[src/rtl/abs_pipe.sv]
// Two-stage abs/neg/pass/nabs pipeline with valid/ready handshakes,
// optional saturation on overflow and a saturating overflow counter.
module abs_pipe #(
  parameter int WIDTH = 32,
  parameter int SAT   = 0,
  parameter int CNTW  = 16
) (
  input  logic             clk,
  input  logic             rst_n,
  input  logic             in_valid,
  output logic             in_ready,
  input  logic [WIDTH-1:0] in_data,
  input  logic [1:0]       in_op,
  output logic             out_valid,
  input  logic             out_ready,
  output logic [WIDTH-1:0] out_data,
  output logic             out_ovf,
  output logic [CNTW-1:0]  ovf_count,
  input  logic             clr_count
);

  localparam logic [WIDTH-1:0] MIN_VAL = {1'b1, {(WIDTH-1){1'b0}}};
  localparam logic [WIDTH-1:0] MAX_VAL = {1'b0, {(WIDTH-1){1'b1}}};

  localparam logic [1:0] OP_ABS  = 2'b00;
  localparam logic [1:0] OP_NEG  = 2'b01;
  localparam logic [1:0] OP_PASS = 2'b10;
  localparam logic [1:0] OP_NABS = 2'b11;

  logic             s1_valid;
  logic [WIDTH-1:0] s1_x;
  logic             s1_cin;
  logic             s1_ovf;
  logic             s2_valid;
  logic [WIDTH-1:0] s2_data;
  logic             s2_ovf;

  logic             s1_adv;
  logic             m_on;
  logic             ovf_in;
  logic [WIDTH-1:0] sum;
  logic [WIDTH-1:0] result;

  assign s1_adv   = !s2_valid || out_ready;
  assign in_ready = rst_n && (!s1_valid || s1_adv);

  // Mask selection: negate negatives for abs, always for neg, positives for nabs
  always_comb begin
    m_on   = 1'b0;
    ovf_in = 1'b0;
    case (in_op)
      OP_ABS:  m_on = in_data[WIDTH-1];
      OP_NEG:  m_on = 1'b1;
      OP_PASS: m_on = 1'b0;
      OP_NABS: m_on = !in_data[WIDTH-1] && (in_data != '0);
      default: m_on = 1'b0;
    endcase
    if ((in_op == OP_ABS || in_op == OP_NEG) && in_data == MIN_VAL)
      ovf_in = 1'b1;
  end

  always_ff @(posedge clk or negedge rst_n) begin
    if (!rst_n) begin
      s1_valid <= 1'b0;
      s1_x     <= '0;
      s1_cin   <= 1'b0;
      s1_ovf   <= 1'b0;
    end else if (in_ready) begin
      s1_valid <= in_valid;
      if (in_valid) begin
        s1_x   <= in_data ^ {WIDTH{m_on}};
        s1_cin <= m_on;
        s1_ovf <= ovf_in;
      end
    end
  end

  assign sum    = s1_x + {{(WIDTH-1){1'b0}}, s1_cin};
  assign result = (SAT != 0 && s1_ovf) ? MAX_VAL : sum;

  // Stage 2 only moves when the output slot is empty or being drained
  always_ff @(posedge clk or negedge rst_n) begin
    if (!rst_n) begin
      s2_valid <= 1'b0;
      s2_data  <= '0;
      s2_ovf   <= 1'b0;
    end else if (s1_adv) begin
      s2_valid <= s1_valid;
      if (s1_valid) begin
        s2_data <= result;
        s2_ovf  <= s1_ovf;
      end
    end
  end

  assign out_valid = s2_valid;
  assign out_data  = s2_data;
  assign out_ovf   = s2_ovf;

  // Clear wins over a coincident increment; the count sticks at all-ones
  always_ff @(posedge clk or negedge rst_n) begin
    if (!rst_n)
      ovf_count <= '0;
    else if (clr_count)
      ovf_count <= '0;
    else if (s2_valid && out_ready && s2_ovf && ovf_count != '1)
      ovf_count <= ovf_count + 1'b1;
  end

endmodule

[config.mk]
export PLATFORM = sky130hd
export DESIGN_NAME = abs_pipe
export DESIGN_NICKNAME = d
export VERILOG_FILES = /design/src/rtl/abs_pipe.sv
export SDC_FILE = /design/constraint.sdc
export NUM_CORES = 1
export LEC_CHECK = 0
export BUFFER_PORTS_ARGS = -buffer_cell sky130_fd_sc_hd__buf_2
export CAP_MARGIN = 20
export CELL_PAD_IN_SITES_DETAIL_PLACEMENT = 1
export CELL_PAD_IN_SITES_GLOBAL_PLACEMENT = 2
export CORE_MARGIN = 4
export CORE_UTILIZATION = 34
export DETAILED_ROUTE_END_ITERATION = 12
export PLACE_DENSITY_LB_ADDON = 0.12
export SYNTH_ARGS = -nofsm -noshare
export SYNTH_HDL_FRONTEND = slang
export SYNTH_SLANG_ARGS = --single-unit
[constraint.sdc]
create_clock -name clk -period 2.52 [get_ports clk]
set_input_delay 0.63 -clock clk [delete_from_list [all_inputs] [get_ports clk]]
set_output_delay 0.63 -clock clk [all_outputs]
set_load 0.005 [all_outputs]
==> results of run 1 <==
final timing paths:
| path | from | end | slack (ns) | cells past startpoint |
|---|---|---|---|---|
| max reg2reg | s1_cin$_DFFE_PN0P_ | out_data[24]$_DFFE_PN0P_ | 0.53 | 8 |
| max | in_data[3] | s1_x[11]$_DFFE_PN0P_ | 0.50 | 7 |
| min in group clk | out_data[21]$_DFFE_PN0P_ | out_data[21]$_DFFE_PN0P_ | 0.47 | 2 |
| min | rst_n | out_data[0]$_DFFE_PN0P_ | 0.13 | 1 |
| max in group asynchronous | rst_n | s1_x[16]$_DFFE_PN0P_ | 1.03 | 3 |
| min reg2reg | out_data[21]$_DFFE_PN0P_ | out_data[21]$_DFFE_PN0P_ | 0.47 | 2 |
power breakdown:
| part | internal [mW] | switching [mW] |
|---|---|---|
| clock | 0.839 | 0.527 |
| sequential | 1.67 | 0.265 |
| combinational | 0.450 | 0.535 |
logic make-up (layout without fill, tap and decap cells):
kind of cell / count (synthesis) / after routing / synth area share
simple gates: 218 / 218 / 0.232
compound gates: 139 / 139 / 0.194
flops: 85 / 85 / 0.439
buf+inv: 50 / 125 / 0.0426
xor+xnor: 42 / 42 / 0.0760
mux: 4 / 4 / 0.00904
fa+ha+maj: 3 / 3 / 0.00775
routing by layer:
layer | global-route usage | share of wire
met3 | 0.0251 | 0.034
met1 | 0.266 | 0.48
met4 | 0.0669 | 0.020
met2 | 0.311 | 0.47
met5 | 0 | 0
layout by cell type (no fill, tap or decap), drive strengths merged, types with 4 or more instances in the layout:
cell    netlist  layout
dfrtp        85      85
nand4        46      46
nor3         37      37
nand2        50      50
nor2         24      24
o211ai       32      32
nand3        24      24
buf          20     106
and3         11      11
xor2         27      27
nor4         10      10
a211o        31      31
and4          4       4
xnor2        15      15
o21ai        63      63
inv           5       5
clkbuf       25      13
and2          4       4
worst max-delay path: stages:
cell and delay [ns]:
buf_2 0.13, nor4_1 0.36, nand2_1 0.18, o41ai_4 0.38
or3_1 0.22, buf_4 0.22, o211ai_1 0.10
sequential cells by signal (all words and copies together) (netlist names):
name       flops
s1_ovf         1
out_data      32
ovf_count     16
s1_x          32
s1_cin         1
out_ovf        1
out_valid      1
s1_valid       1
cell type report:
cell class | instances | area [sq um]
Inverter | 5 | 18.8
Clock inverter | 1 | 30.0
Timing Repair Buffer | 106 | 638
Clock buffer | 13 | 270
Fill cell | 1654 | 8090
Sequential cell | 85 | 2130
Multi-Input combinational cell | 406 | 2540
Tap cell | 180 | 225
stage by stage:
step                      utilization  hold slack [ns]  power, mW
after floorplan                     -            0.334       2.43
after global placement          0.398            0.460       2.92
after detailed placement        0.398            0.469       2.97
after CTS                       0.420            0.125       4.36
after global routing            0.420            0.133       4.57
final                           0.420            0.133       4.28
==> flow_summary.toml, run 1 <==
[run_status]
outcome = "complete, no violations"

[synth]
synth_top_area_cell = "dfrtp_1"
syn_area_sq_mm = 0.00484
synth.net_count = 583
synthArstFlopShare = 1.00
synth_seq_cells = 85
synth_top_cell_area_share = 0.439
synth-edff-count = 0
yosys-top-cells-area = "dfrtp_1 44%, o21ai_0 6.5%, nand4_1 5.9%"
synth.yosys.seq_area_share = 0.439
yosysMostFrequentCell = "dfrtp_1"
synth_ff_type = "dfrtp_1"
ys_top_cells_by_count = "85 x dfrtp_1, 63 x o21ai_0, 50 x nand2_1"
syn-instance-count = 541
synth_cell_types = 38
yosysWarnings = 0
syn_avg_cell_area_sq_um = 8.95

[critical_path]
worstSetupPathType = "in -> reg"
required_ns = 2.73
cp-start-kind = "input pin"
crit_fanout = 11
endpoint_kind = "flop"
cp.arrival_ns = 2.22

[clock_tree]
ctsHtreeMaxLevel = 3
cts_buffers = 9
clock-root-buffer = "clkbuf_16"
clk_latency_ns = 0.34
holdBufCountCts = 0
postCtsSetupRepairBufs = 0
cts_resized = 0
clock-sinks = 85
cts_tree = "done"
clk_transition_reported_paths_ns = 0.06
cts_buffer_depth = 2

[sta]
hold_viol_final = 0
fmax_ghz = 0.496
final_max_slew_viol_count = 0
worst_pin_slew_ns = 0.598
finalSetupViolations = 0
fin_crit_ns = 2.02
setup_tns_ns = 0
rsz0062_at_grt = "no"
layout_setup_ws_ns = 0.503
period_share = 0.801
clock_skew_ns = 0.00642
relSlewSlack = 0.601

[global_route]
grt.total_usage = 0.192
grt_first_pass_wirelength_um = 25000
grt_max_degree = 67
overflow = 0
antenna_found_initial = 0
grt_pass1_vias = 4669

[job]
max_cap_viol_count = 0

[power]
p_leak_nw = 2.40
ir_drop_v = 0.000345
p_per_area_mw_per_mm2 = 733

[cells_and_area]
area_growth_pct = 20.7
antenna_cells = 0
nets = 655
stdcell_area_sq_mm = 0.00585
final_cells = 796
drive_above_1_share = 0.211

[drt]
drtAntennaViolNets = 0
drtIter0Drc = 256
routed_wl_um = 15000
routed_via_density = 5.70
dr.pass1.iters = 4
wl_per_cell_um = 18.9
drc = 0
vias = 4540

[floorplanning]
die_h_um = 127
placementRows = 43
dieArea_sq_mm = 0.0162
boundaryPins = 90
fp.coreArea_sq_mm = 0.0139
floorplan.initialDensity = 0.348
die_w_um = 127

[placement]
gp_congestion = 0.764
io_buffers = 89
dp.cells = 782
place_ws_ns = 0.129
place_area_sq_mm = 0.00555
hpwl_um = 10800

[min_path]
hold_class = "in -> async"
(Power assumes the default switching activity.)
==> run 2, diff against run 1 <==
--- a/config.mk
+++ b/config.mk
@@ -5,12 +5,13 @@
 export SDC_FILE = /design/constraint.sdc
 export NUM_CORES = 1
 export LEC_CHECK = 0
+export ABC_AREA = 1
 export BUFFER_PORTS_ARGS = -buffer_cell sky130_fd_sc_hd__buf_2
 export CAP_MARGIN = 20
 export CELL_PAD_IN_SITES_DETAIL_PLACEMENT = 1
 export CELL_PAD_IN_SITES_GLOBAL_PLACEMENT = 2
 export CORE_MARGIN = 4
-export CORE_UTILIZATION = 34
+export CORE_UTILIZATION = 31
 export DETAILED_ROUTE_END_ITERATION = 12
 export PLACE_DENSITY_LB_ADDON = 0.12
 export SYNTH_ARGS = -nofsm -noshare
==> constraint.sdc (replaced) <==
create_clock -name clk -period 2.07 [get_ports clk]
set_input_delay 0.5175 -clock clk [delete_from_list [all_inputs] [get_ports clk]]
set_output_delay 0.5175 -clock clk [all_outputs]
set_load 0.005 [all_outputs]
==> run 2 against run 1 <==
Net effect:
- non-clock buffer count down 6
- flip-flop and latch count unchanged
- design area down 0.98%
- critical path type is now reg -> reg
- highest routed layer unchanged
==> flow_summary.toml, run 2 <==
[synth]
synth_seq_cells = 85
synth_ff_type = "dfrtp_1"
yosysWarnings = 0
yosys-top-cells-area = "dfrtp_1 45%, nand2_1 18%, nor2_1 5.3%"
ys_top_cells_by_count = "223 x nand2_1, 85 x dfrtp_1, 67 x nor2_1"
syn_avg_cell_area_sq_um = 7.42
syn-instance-count = 639
synth-edff-count = 0
yosysMostFrequentCell = "nand2_1"
synth.net_count = 681
synth_cell_types = 33
synthArstFlopShare = 1.00
synth_top_area_cell = "dfrtp_1"
synth.yosys.seq_area_share = 0.448
synth_top_cell_area_share = 0.448
syn_area_sq_mm = 0.00474

[placement]
place_ws_ns = 0.147
io_buffers = 89
dp.cells = 902
gp_congestion = 0.838
hpwl_um = 11300
place_area_sq_mm = 0.00544

[sta]
period_share = 0.881
final_max_slew_viol_count = 0
setup_tns_ns = 0
holdWs_ns = 0.236
clock_skew_ns = 0.00798
finalSetupViolations = 0
fmax_ghz = 0.548
relSlewSlack = 0.684
hold_viol_final = 0
layout_setup_ws_ns = 0.246
worst_pin_slew_ns = 0.474
fin_crit_ns = 1.82
rsz0062_at_grt = "no"

[drt]
drtAntennaViolNets = 0
routed_wl_um = 14500
vias = 4446
drc = 0
drtIter0Drc = 211
wl_per_cell_um = 15.8
routed_via_density = 4.84
dr.pass1.iters = 4

[cells_and_area]
nFillCells = 1879
final_common_cell = "nand2_1"
stdcell_area_sq_mm = 0.00579
drive_above_1_share = 0.198
fin_util = 0.392
area_growth_pct = 22.0
final_cell_mix = "223 x nand2_1, 88 x buf_2, 85 x dfrtp_1"
final_cells = 918
nets = 771
antenna_cells = 0

[clock_tree]
clock-root-buffer = "clkbuf_16"
cts_resized = 0
clock-sinks = 85
clk_transition_reported_paths_ns = 0.06
clk_latency_ns = 0.34
cts_buffers = 9
cts_tree = "done"
ctsHtreeMaxLevel = 3
holdBufCountCts = 0
postCtsSetupRepairBufs = 0
cts_buffer_depth = 2

[critical_path]
r2r_end = "out_data[18]$_DFFE_PN0P_"
crit_fanout = 6
crit_top_cell = "ha_1"
required_ns = 2.29
crit_chain = "ha_1, ha_1, nand3_2, nor2_1, nand2_2, nor2_4, nand3_1, xor2_1, o21ai_1"
slowest_stage = "dfrtp_1"
r2r_cells = 9
rr_startpoint = "s1_cin$_DFFE_PN0P_"
endpoint_kind = "flop"
cp.arrival_ns = 2.04
worstSetupPathType = "reg -> reg"
rrSetupSlack_ns = 0.25
cp_num_buf_inv = 0
max_stage_delay_ns = 0.36
cp-start-kind = "flop"
path_delay_family = "simple AND/OR/NAND/NOR gates"

[floorplanning]
dieArea_sq_mm = 0.0173
die_w_um = 132
floorplan.initialDensity = 0.322
die_h_um = 132
placementRows = 44
boundaryPins = 90
fp.coreArea_sq_mm = 0.0148

[power]
p_leak_nw = 2.76
design_power_total_mw = 5.37
ir_drop_v = 0.000361
p_per_area_mw_per_mm2 = 927

[global_route]
grt.busiest_layer = "met2"
grt_max_degree = 86
grt_pass1_vias = 4569
met3_usage = 0.0279
antenna_found_initial = 0
grt_first_pass_wirelength_um = 24400
use_met2 = 0.270
grtUsageMet1 = 0.248
grt.total_usage = 0.173
overflow = 0

[job]
max_cap_viol_count = 0

[min_path]
hold_class = "in -> async"

[run_status]
outcome = "complete, no violations"
## run 2: routing by layer
metal | up-vias | part of all wire
met3 | 7 | 0.036
li1 | 2232 | -
met4 | 0 | 0.0089
met5 | - | 0
met2 | 70 | 0.45
met1 | 2137 | 0.50
## run 2: cells by family after synthesis
| kind of cell | share of synthesized area |
|---|---|
| xor gates and xnor gates | 0.0498 |
| buffers and inverters | 0.0591 |
| DFF | 0.448 |
| and+or+nand+nor | 0.331 |
| AOI/OAI and AO/OA | 0.103 |
| adders and majority gates | 0.00791 |
## run 2: worst max-delay path by stage
stage	start	end	slack, ns	depth (start not counted)
finish	s1_cin$_DFFE_PN0P_	out_data[18]$_DFFE_PN0P_	0.25	9
global route	ovf_count[1]$_DFFE_PN0P_	ovf_count[7]$_DFFE_PN0P_	0.04	9
CTS	s1_x[0]$_DFFE_PN0P_	out_data[24]$_DFFE_PN0P_	0.24	9
detailed placement	in_data[4]	s1_x[14]$_DFFE_PN0P_	0.15	10
global placement	in_data[4]	s1_x[4]$_DFFE_PN0P_	0.19	10
floorplan	s1_x[0]$_DFFE_PN0P_	out_data[22]$_DFFE_PN0P_	0.43	8
## run 2: where the power goes
group / switching, mW / internal [mW] / leakage (nW) / total (mW)
clock: 0.659 / 1.19 / 0.172 / 1.85
combinational: 0.679 / 0.510 / 1.51 / 1.19
sequential: 0.318 / 2.01 / 1.08 / 2.33
total: 1.66 / 3.71 / 2.76 / 5.37
## run 2: final cells by class
| cell class | instances | area [sq um] | area share |
|---|---|---|---|
| clock inverters | 3 | 65.1 | 0.0112 |
| multi-input cells | 488 | 2340 | 0.404 |
| flip-flops and latches | 85 | 2130 | 0.367 |
| clock buffers | 13 | 280 | 0.0484 |
| repair buffers | 100 | 581 | 0.100 |
| well taps | 184 | 230 | 0.0398 |
| inverters | 45 | 169 | 0.0292 |
==> run 3, diff against run 2 <==
--- a/config.mk
+++ b/config.mk
@@ -10,7 +10,8 @@
 export CAP_MARGIN = 20
 export CELL_PAD_IN_SITES_DETAIL_PLACEMENT = 1
 export CELL_PAD_IN_SITES_GLOBAL_PLACEMENT = 2
-export CORE_MARGIN = 4
+export CORE_ASPECT_RATIO = 1.5
+export CORE_MARGIN = 2
 export CORE_UTILIZATION = 31
 export DETAILED_ROUTE_END_ITERATION = 12
 export PLACE_DENSITY_LB_ADDON = 0.12
==> run 3 against run 2 <==
Net effect:
- global-route usage is 1.9 points higher
- total power grew 4.4%
- first-iteration DRC count down 47%
- design area is 1.2% higher
- flip-flop and latch count stayed put
- maximum frequency grew 3.3%
- largest power group unchanged
- core utilization shrank 0.20 points
- register-to-register slack better by 0.06 ns
- non-clock buffer count increased by 3
==> flow_summary.toml, run 3 (synthesized netlist as in run 2, its figures left out) <==
[sta]
layout_setup_ws_ns = 0.303
finalSetupViolations = 0
holdWs_ns = 0.256
hold_viol_final = 0
setup_tns_ns = 0
final_max_slew_viol_count = 0
fin_crit_ns = 1.77
fmax_ghz = 0.566
worst_pin_slew_ns = 0.503
period_share = 0.854
relSlewSlack = 0.664
rsz0062_at_grt = "no"
clock_skew_ns = 0.00784

[clock_tree]
clk_transition_reported_paths_ns = 0.06
cts_buffer_depth = 2
postCtsSetupRepairBufs = 0
cts_tree = "done"
clk_latency_ns = 0.34
clock-root-buffer = "clkbuf_16"
ctsHtreeMaxLevel = 3
clock-sinks = 85
cts_resized = 0
cts_buffers = 9
holdBufCountCts = 0

[global_route]
antenna_found_initial = 0
grt.total_usage = 0.192
overflow = 0
grt_max_degree = 86
grt_first_pass_wirelength_um = 24800
grt_pass1_vias = 4842

[cells_and_area]
multi_input_area_sq_mm = 0.00234
final_cell_mix = "223 x nand2_1, 88 x buf_2, 85 x dfrtp_1"
drive_above_1_share = 0.200
antenna_cells = 0
nFillCells = 1932
final_cells = 935
final_common_cell = "nand2_1"
area_growth_pct = 23.4
regArea_sq_mm = 0.00213
nets = 774

[drt]
wl_per_cell_um = 15.9
drtAntennaViolNets = 0
vias = 4502
routed_via_density = 4.81
dr.pass1.iters = 4
drtIter0Drc = 112
routed_wl_um = 14800
drc = 0

[floorplanning]
fp.coreArea_sq_mm = 0.0150
die_h_um = 156
placementRows = 55
die_w_um = 105
boundaryPins = 90
floorplan.initialDensity = 0.316
dieArea_sq_mm = 0.0163

[placement]
gp_congestion = 0.850
io_buffers = 89
place_ws_ns = 0.105
hpwl_um = 11600
dp.cells = 920

[power]
p_per_area_mw_per_mm2 = 957
p_leak_nw = 2.79
ir_drop_v = 0.000338

[critical_path]
cp-start-kind = "flop"
cp.arrival_ns = 1.99
endpoint_kind = "flop"
crit_fanout = 6
required_ns = 2.29
worstSetupPathType = "reg -> reg"

[job]
max_cap_viol_count = 0

[run_status]
outcome = "complete, no violations"

[min_path]
hold_class = "in -> async"
run 3: cell count changes in the layout (fill, tap and decap cells not counted), sizes merged:
cell | before | now
clkbuf | 13 | 9
buf | 100 | 103
bufinv | 2 | 5
clkinv | 1 | 0
inv | 45 | 46
run 3: power breakdown:
group / leakage, nW / internal (mW) / switching [mW]
combinational: 1.52 / 0.504 / 0.680
sequential: 1.08 / 2.01 / 0.310
clock: 0.186 / 1.42 / 0.675
total: 2.79 / 3.94 / 1.66
run 3: worst paths after layout:
path                                                  to                     from  slack, ns  cells after the start
worst max-delay path            out_data[22]$_DFFE_PN0P_      s1_x[0]$_DFFE_PN0P_       0.30                      8
worst min-delay path            ovf_count[1]$_DFFE_PN0P_                    rst_n       0.26                      2
worst max register to register  out_data[22]$_DFFE_PN0P_      s1_x[0]$_DFFE_PN0P_       0.30                      8
worst min register to register   out_data[1]$_DFFE_PN0P_  out_data[1]$_DFFE_PN0P_       0.48                      2
max in group asynchronous           s1_x[18]$_DFFE_PN0P_                    rst_n       1.39                      2
min in group clk                    s1_x[19]$_DFFE_PN0P_              in_data[19]       0.37                      2
run 3: cell type report:
class,instances,share of cell area
clock buffer,9,0.0385
inverter,45,0.0288
clock inverter,6,0.0271
multi-input combinational,488,0.399
timing repair buffer,103,0.101
sequential,85,0.363
tap,199,0.0425
run 3: worst max-delay path, stage by stage, from the launching register on:
cell and delay, ns:
dfrtp_1 0.35, ha_1 0.17, ha_1 0.20, nand3_2 0.10, nor2_1 0.12, nand2_2 0.16, nor3_1 0.30, xor2_1 0.18
o21ai_1 0.07
run 3: layer usage:
metal / track usage / up-vias / routed length, um
met4: 0.0883 / 0 / 565
met2: 0.348 / 80 / 7710
met1: 0.218 / 2165 / 6140
met3: 0.0323 / 22 / 411
li1: - / 2235 / -
met5: 0 / - / 0
run 3: stage by stage:
step	area, sq um	utilization	total power, mW
floorplan	4740	-	2.93
CTS	5860	0.390	5.70
global placement	5470	0.365	3.51
finish	5860	0.390	5.60
global route	5860	0.390	5.99
detailed placement	5470	0.365	3.56
